`src/rtl/decode_scoreboard_if.sv`:
```
// Decode/issue bundle: instruction in, writeback, issue register out.
interface decode_scoreboard_if #(
   parameter int WIDTH = 16,
   parameter int NREG  = 8
);
   localparam int RW = $clog2(NREG);

   logic             in_valid;
   logic             in_ready;
   logic [RW-1:0]    in_rs;
   logic [RW-1:0]    in_rt;
   logic [RW-1:0]    in_rd;
   logic             in_use_rs;
   logic             in_use_rt;
   logic             in_wr_rd;
   logic [WIDTH-1:0] in_ctrl;
   logic             wb_valid;
   logic [RW-1:0]    wb_rd;
   logic [WIDTH-1:0] wb_data;
   logic             out_valid;
   logic             out_ready;
   logic [WIDTH-1:0] out_sr1;
   logic [WIDTH-1:0] out_sr2;
   logic [RW-1:0]    out_rd;
   logic             out_wr_rd;
   logic [WIDTH-1:0] out_ctrl;
   logic             flush;
   logic             hazard_stall;

   modport slave (
      input  in_valid, in_rs, in_rt, in_rd,
      input  in_use_rs, in_use_rt, in_wr_rd, in_ctrl,
      input  wb_valid, wb_rd, wb_data,
      input  out_ready, flush,
      output in_ready, out_valid, out_sr1, out_sr2,
      output out_rd, out_wr_rd, out_ctrl, hazard_stall
   );

   modport master (
      output in_valid, in_rs, in_rt, in_rd,
      output in_use_rs, in_use_rt, in_wr_rd, in_ctrl,
      output wb_valid, wb_rd, wb_data,
      output out_ready, flush,
      input  in_ready, out_valid, out_sr1, out_sr2,
      input  out_rd, out_wr_rd, out_ctrl, hazard_stall
   );
endinterface

```
`src/rtl/decode_scoreboard.sv`:
```
// Decode-stage register file with pending-write scoreboard and issue register.
module decode_scoreboard #(
   parameter int WIDTH = 16,
   parameter int NREG  = 8,
   parameter int CNTW  = 2
) (
   input logic clk,
   input logic reset_n,
   decode_scoreboard_if.slave bus
);
   localparam int RW = $clog2(NREG);
   localparam logic [CNTW-1:0] CMAX = '1;
   localparam logic [CNTW-1:0] CONE = CNTW'(1);

   logic [WIDTH-1:0] rf_q  [NREG];
   logic [WIDTH-1:0] rf_d  [NREG];
   logic [CNTW-1:0]  cnt_q [NREG];
   logic [CNTW-1:0]  cnt_d [NREG];

   logic             out_valid_q, out_valid_d;
   logic [WIDTH-1:0] sr1_q, sr1_d;
   logic [WIDTH-1:0] sr2_q, sr2_d;
   logic [RW-1:0]    rd_q, rd_d;
   logic             wr_q, wr_d;
   logic [WIDTH-1:0] ctrl_q, ctrl_d;

   logic             wb_hit_rs, wb_hit_rt, wb_hit_rd;
   logic             haz_rs, haz_rt, haz_rd;
   logic             hazard, ready, issue, fl_dec;
   logic [WIDTH-1:0] rd_a, rd_b;

   // Saturating-free net update; hazard logic prevents overflow on increment.
   function automatic logic [CNTW-1:0] cnt_next(
      input logic [CNTW-1:0] c,
      input logic            inc,
      input logic [1:0]      dec
   );
      logic [CNTW+1:0] s;
      logic [CNTW+1:0] d;
      s = {2'b00, c} + {{(CNTW+1){1'b0}}, inc};
      d = {{CNTW{1'b0}}, dec};
      if (s < d) return '0;
      s = s - d;
      return s[CNTW-1:0];
   endfunction

   always_comb begin
      wb_hit_rs = bus.wb_valid && (bus.wb_rd == bus.in_rs);
      wb_hit_rt = bus.wb_valid && (bus.wb_rd == bus.in_rt);
      wb_hit_rd = bus.wb_valid && (bus.wb_rd == bus.in_rd);
      rd_a = wb_hit_rs ? bus.wb_data : rf_q[bus.in_rs];
      rd_b = wb_hit_rt ? bus.wb_data : rf_q[bus.in_rt];
      haz_rs = bus.in_use_rs && (cnt_q[bus.in_rs] != '0)
               && !((cnt_q[bus.in_rs] == CONE) && wb_hit_rs);
      haz_rt = bus.in_use_rt && (cnt_q[bus.in_rt] != '0)
               && !((cnt_q[bus.in_rt] == CONE) && wb_hit_rt);
      haz_rd = bus.in_wr_rd && (cnt_q[bus.in_rd] == CMAX) && !wb_hit_rd;
      hazard = bus.in_valid && (haz_rs || haz_rt || haz_rd);
      ready  = !hazard && (!out_valid_q || bus.out_ready) && !bus.flush;
      issue  = bus.in_valid && ready;
      fl_dec = bus.flush && out_valid_q && wr_q && !bus.out_ready;
   end

   always_comb begin
      rf_d = rf_q;
      if (bus.wb_valid) rf_d[bus.wb_rd] = bus.wb_data;
      for (int i = 0; i < NREG; i++) begin
         cnt_d[i] = cnt_next(
            cnt_q[i],
            issue && bus.in_wr_rd && (bus.in_rd == RW'(i)),
            {1'b0, bus.wb_valid && (bus.wb_rd == RW'(i))}
            + {1'b0, fl_dec && (rd_q == RW'(i))});
      end
   end

   always_comb begin
      out_valid_d = out_valid_q;
      sr1_d  = sr1_q;
      sr2_d  = sr2_q;
      rd_d   = rd_q;
      wr_d   = wr_q;
      ctrl_d = ctrl_q;
      if (bus.flush) begin
         out_valid_d = 1'b0;
      end else if (issue) begin
         out_valid_d = 1'b1;
         sr1_d  = rd_a;
         sr2_d  = rd_b;
         rd_d   = bus.in_rd;
         wr_d   = bus.in_wr_rd;
         ctrl_d = bus.in_ctrl;
      end else if (out_valid_q && bus.out_ready) begin
         out_valid_d = 1'b0;
      end
   end

   always_ff @(posedge clk or negedge reset_n) begin
      if (!reset_n) begin
         for (int i = 0; i < NREG; i++) begin
            rf_q[i]  <= '0;
            cnt_q[i] <= '0;
         end
         out_valid_q <= 1'b0;
         sr1_q  <= '0;
         sr2_q  <= '0;
         rd_q   <= '0;
         wr_q   <= 1'b0;
         ctrl_q <= '0;
      end else begin
         rf_q        <= rf_d;
         cnt_q       <= cnt_d;
         out_valid_q <= out_valid_d;
         sr1_q  <= sr1_d;
         sr2_q  <= sr2_d;
         rd_q   <= rd_d;
         wr_q   <= wr_d;
         ctrl_q <= ctrl_d;
      end
   end

   assign bus.in_ready     = ready;
   assign bus.hazard_stall = hazard;
   assign bus.out_valid    = out_valid_q;
   assign bus.out_sr1      = sr1_q;
   assign bus.out_sr2      = sr2_q;
   assign bus.out_rd       = rd_q;
   assign bus.out_wr_rd    = wr_q;
   assign bus.out_ctrl     = ctrl_q;
endmodule

```
`src/flat_wrapper.sv`:
```
// flat-port wrapper written by rule: the top's interface ports become plain ports
module decode_scoreboard_flat 
#(
   parameter int WIDTH = 16,
   parameter int NREG  = 8,
   parameter int CNTW  = 2
)
  (clk, reset_n, bus_in_valid, bus_in_rs, bus_in_rt, bus_in_rd, bus_in_use_rs, bus_in_use_rt, bus_in_wr_rd, bus_in_ctrl, bus_wb_valid, bus_wb_rd, bus_wb_data, bus_out_ready, bus_flush, bus_in_ready, bus_out_valid, bus_out_sr1, bus_out_sr2, bus_out_rd, bus_out_wr_rd, bus_out_ctrl, bus_hazard_stall);
  decode_scoreboard_if #(.WIDTH(WIDTH), .NREG(NREG)) bus_i ();
  input logic clk;
  input logic reset_n;
  input wire logic [$bits(bus_i.in_valid)-1:0] bus_in_valid;
  input wire logic [$bits(bus_i.in_rs)-1:0] bus_in_rs;
  input wire logic [$bits(bus_i.in_rt)-1:0] bus_in_rt;
  input wire logic [$bits(bus_i.in_rd)-1:0] bus_in_rd;
  input wire logic [$bits(bus_i.in_use_rs)-1:0] bus_in_use_rs;
  input wire logic [$bits(bus_i.in_use_rt)-1:0] bus_in_use_rt;
  input wire logic [$bits(bus_i.in_wr_rd)-1:0] bus_in_wr_rd;
  input wire logic [$bits(bus_i.in_ctrl)-1:0] bus_in_ctrl;
  input wire logic [$bits(bus_i.wb_valid)-1:0] bus_wb_valid;
  input wire logic [$bits(bus_i.wb_rd)-1:0] bus_wb_rd;
  input wire logic [$bits(bus_i.wb_data)-1:0] bus_wb_data;
  input wire logic [$bits(bus_i.out_ready)-1:0] bus_out_ready;
  input wire logic [$bits(bus_i.flush)-1:0] bus_flush;
  output wire logic [$bits(bus_i.in_ready)-1:0] bus_in_ready;
  output wire logic [$bits(bus_i.out_valid)-1:0] bus_out_valid;
  output wire logic [$bits(bus_i.out_sr1)-1:0] bus_out_sr1;
  output wire logic [$bits(bus_i.out_sr2)-1:0] bus_out_sr2;
  output wire logic [$bits(bus_i.out_rd)-1:0] bus_out_rd;
  output wire logic [$bits(bus_i.out_wr_rd)-1:0] bus_out_wr_rd;
  output wire logic [$bits(bus_i.out_ctrl)-1:0] bus_out_ctrl;
  output wire logic [$bits(bus_i.hazard_stall)-1:0] bus_hazard_stall;
  assign bus_i.in_valid = bus_in_valid;
  assign bus_i.in_rs = bus_in_rs;
  assign bus_i.in_rt = bus_in_rt;
  assign bus_i.in_rd = bus_in_rd;
  assign bus_i.in_use_rs = bus_in_use_rs;
  assign bus_i.in_use_rt = bus_in_use_rt;
  assign bus_i.in_wr_rd = bus_in_wr_rd;
  assign bus_i.in_ctrl = bus_in_ctrl;
  assign bus_i.wb_valid = bus_wb_valid;
  assign bus_i.wb_rd = bus_wb_rd;
  assign bus_i.wb_data = bus_wb_data;
  assign bus_i.out_ready = bus_out_ready;
  assign bus_i.flush = bus_flush;
  assign bus_in_ready = bus_i.in_ready;
  assign bus_out_valid = bus_i.out_valid;
  assign bus_out_sr1 = bus_i.out_sr1;
  assign bus_out_sr2 = bus_i.out_sr2;
  assign bus_out_rd = bus_i.out_rd;
  assign bus_out_wr_rd = bus_i.out_wr_rd;
  assign bus_out_ctrl = bus_i.out_ctrl;
  assign bus_hazard_stall = bus_i.hazard_stall;
  decode_scoreboard #(.WIDTH(WIDTH), .NREG(NREG), .CNTW(CNTW)) u_core (.clk(clk), .reset_n(reset_n), .bus(bus_i));
endmodule
```
`config.mk`:
```
export PLATFORM = sky130hd
export DESIGN_NAME = decode_scoreboard_flat
export DESIGN_NICKNAME = d
export VERILOG_FILES = /design/src/rtl/decode_scoreboard_if.sv /design/src/rtl/decode_scoreboard.sv /design/src/flat_wrapper.sv
export SDC_FILE = /design/constraint.sdc
export NUM_CORES = 1
export LEC_CHECK = 0
export CAP_MARGIN = 15
export CORE_MARGIN = 5
export CORE_UTILIZATION = 52
export DETAILED_ROUTE_END_ITERATION = 8
export PLACE_DENSITY_LB_ADDON = 0.15
export SLEW_MARGIN = 25
export SYNTH_ARGS = -nofsm -noshare
export SYNTH_HDL_FRONTEND = slang
export SYNTH_SLANG_ARGS = --single-unit
export TNS_END_PERCENT = 50
```
`constraint.sdc`:
```
create_clock -name clk -period 3 [get_ports clk]
set_input_delay 0.45 -clock clk [delete_from_list [all_inputs] [get_ports clk]]
set_output_delay 0.45 -clock clk [all_outputs]
set_load 0.1 [all_outputs]
```
==> qor.csv <==
stage,metric,value,unit
grt,Overall Global Routing Usage,0.241,
floorplanning,total die area,23800,um2
logic_synthesis,cell with the most instances after synthesis,sky130_fd_sc_hd__nand2_1,
floorplanning,Die Height,154,um
clock_tree,Worst-Skew Late Latency,440,ps
clock_tree,number of hold-repair buffers added at the cts stage,0,
logic_synthesis,part of the Yosys area used for sequential elements,0.455,
placed_design,total placed cells including tap cells,1318,
logic_synthesis,Synth cell types,34,
sta,final-report setup violation count,2,
sta,"crit path setup slack, layout",-0.851,ps
grt,pin count of the biggest net entering global routing,84,
routing,drt wl/cell,20.2,um
routing,detailed router's first-iteration violation count,599,
grt,initial antenna violation count,0,
placed_design,Placed Area,12300,um2
floorplanning,standard-cell row count,52,
critical_path,Critical Path Source Type,input port,
sta,total negative setup slack,-0.881,ps
clock_tree,Clock Path Buffers,2,
power_and_ir_drop,post-route total power,11.2,mW
routing,remaining routing DRC violations,0,
flow_run,total of max-cap violations,0,
finish,area delta synth->final,21.0,%
grt,wire length of the first global-routing pass,44900,um
logic_synthesis,Avg Inst Size Synth,11.4,um2
routing,vias after detailed routing,7756,
finish,count of inserted antenna diode cells,0,
clock_tree,H-Tree Level Count,4,
critical_path,required time at the endpoint of the critical path,3330,ps
critical_path,worst setup path category,input port to register,
logic_synthesis,cell accounting for the most synthesized area,sky130_fd_sc_hd__dfrtp_1,
logic_synthesis,Synthesized Nets,1044,
logic_synthesis,most used flip-flop cell after synthesis,sky130_fd_sc_hd__dfrtp_1,
clock_tree,root buffer cell,sky130_fd_sc_hd__clkbuf_16,
floorplanning,Initial Util,0.531,
floorplanning,chip width,154,um
finish,post-layout instance area,13100,um2
sta,unrepaired setup endpoints after global routing,true,
grt,via count of the first global-routing pass,8172,
routing,total detailed-routing wirelength,27400,um
power_and_ir_drop,power density normalized to cell area,853,nW/um2
finish,Total Nets Final,1170,
floorplanning,Std-Cell Core Area,20400,um2
logic_synthesis,cell count after synthesis,951,
logic_synthesis,"Cell Area, Synth",10800,um2
logic_synthesis,number of storage elements in the synthesis netlist,197,
critical_path,CP Max Fanout,8,
hold_path,worst min-delay path category,input port to async pin,
clock_tree,number of buffers added by the clock tree synthesis step,17,
placed_design,final weighted congestion in routability-driven placement,0.904,
power_and_ir_drop,Static Leak,5.97,nW
placed_design,Post-Place Setup Slack,-592,ps
finish,fin cells,1358,
logic_synthesis,post-synthesis async set-or-reset flop share,1.00,
run_status,result of the run,"finished, violations left",
sta,clock period minus worst slack,3000,ps
power_and_ir_drop,worst IR drop on VDD,0.663,mV
clock_tree,number of clock sinks seen by CTS,197,
grt,global route total overflow,0,
finish,share of final-layout standard cells stronger than drive strength 1,0.293,
finish,final core area utilization,0.643,
routing,count of nets left with antenna violations after detail routing,0,
sta,Hold WS,63.4,ps
routing,first-pass detailed-route iteration total,5,
floorplanning,I/O pin cnt,108,
sta,max-slew violation total from the final report,0,
clock_tree,clock tree from TritonCTS,done,
routing,via-per-instance ratio,5.71,
sta,setup skew after layout,15.8,ps
placed_design,HPWL after DPL,17600,um
sta,part of the cycle the worst path needs,1.00,
clock_tree,clock-pin slew reported for the worst setup and hold paths after clock tree synthesis,80,ps
logic_synthesis,share of Yosys cell area claimed by the top area cell type,0.455,
critical_path,kind of capture point of the worst setup path,register,
logic_synthesis,Area contributors post-synth,"sky130_fd_sc_hd__dfrtp_1, sky130_fd_sc_hd__mux4_2, sky130_fd_sc_hd__nand2_1, sky130_fd_sc_hd__mux2_2, sky130_fd_sc_hd__mux2_1",
placed_design,number of port buffers,107,
sta,highest achievable clock rate,0.333,GHz
logic_synthesis,number of enable flip-flop cells after synthesis,0,
logic_synthesis,Yosys warning count,0,
critical_path,Crit path arrival time,3330,ps
sta,worst rel slew slack,0.537,
finish,filler instances,1587,
sta,Least-Margin Pin Slew,694,ps
sta,final hold violations,0,
run_status,violated checks,negative setup slack,
logic_synthesis,top cell types by occurrence after synthesis,"sky130_fd_sc_hd__nand2_1, sky130_fd_sc_hd__dfrtp_1, sky130_fd_sc_hd__mux4_2",
kinds of logic after synthesis:
family,Yosys count,synth area share
xor gates and xnor gates,17,0.0138
DFF,197,0.455
adders and majority gates,40,0.0518
AOI/OAI and AO/OA,46,0.0281
buffers and inverters,90,0.0354
and+or+nand+nor,372,0.143
muxes,189,0.273
registers in the layout (all words and copies together), names as in the netlist:
signal and count:
u_core.bus.out_ctrl 16, u_core.bus.out_rd 3, u_core.bus.out_sr1 16, u_core.bus.out_sr2 16, u_core.bus.out_valid 1, u_core.bus.out_wr_rd 1, u_core.cnt_q 16, u_core.rf_q 128
cell usage in the layout (no fill, tap or decap), drive strengths merged, types with 17 or more instances in the layout:
cell           instances
buf                  126
mux4                  73
a31oi                 33
ha                    32
clkdlybuf4s50         43
nor2                  56
clkbuf                21
mux2                 116
dfrtp                197
nand2                264
xnor2                 17
inv                   19
layer usage:
metal / track usage / vias up / part of all wire
li1: - / 3556 / -
met3: 0.0436 / 54 / 0.059
met2: 0.381 / 287 / 0.47
met5: 0 / - / 0
met1: 0.338 / 3859 / 0.44
met4: 0.0875 / 0 / 0.031
cell type report:
cell class	instances	area [um2]	area share
clock buffers	20	447	0.0341
multi-input cells	664	5640	0.430
inverters	23	86.3	0.00659
repair buffers	174	1510	0.115
flip-flops and latches	197	4930	0.377
well taps	270	338	0.0258
clock inverters	10	148	0.0113
path summary, 6_finish.rpt:
path	from	endpoint	slack, ps	cells past startpoint
worst max-delay path	bus_wb_rd[0]	u_core.cnt_q[8]	-0.9	12
worst min-delay path	reset_n	u_core.cnt_q[15]	60	1
worst max register to register	u_core.cnt_q[8]	u_core.cnt_q[8]	-0.9	10
worst min register to register	u_core.bus.out_ctrl[9]	u_core.bus.out_ctrl[9]	490	1
max in group asynchronous	reset_n	u_core.rf_q[126]	2170	2
min in group clk	u_core.bus.out_ctrl[9]	u_core.bus.out_ctrl[9]	490	1
critical path: stages:
cell and delay [ps]:
sky130_fd_sc_hd__clkdlybuf4s50_1 520, sky130_fd_sc_hd__xnor2_1 140, sky130_fd_sc_hd__nand4_1 160, sky130_fd_sc_hd__a211o_1 360
sky130_fd_sc_hd__a32oi_4 270, sky130_fd_sc_hd__nand2_4 150, sky130_fd_sc_hd__nor4_2 300, sky130_fd_sc_hd__ha_2 240
sky130_fd_sc_hd__fa_1 440, sky130_fd_sc_hd__nor3b_1 160, sky130_fd_sc_hd__nor2_1 90, sky130_fd_sc_hd__nor2_1 50
report_power, final:
part | switching, mW | total (mW) | internal (mW)
combinational | 3.41 | 4.94 | 1.52
clock | 1.03 | 2.37 | 1.34
sequential | 0.484 | 3.87 | 3.38
total | 4.93 | 11.2 | 6.25
repair_timing:
item | in CTS | in global routing
resized for setup | 11 | 16
pin swaps | 7 | 17
hold endpoints to repair | 0 | 0
buffers inserted | 7 | 3
endpoints found under the setup margin | 15 | 18
Power figures use the tool's default switching activity.
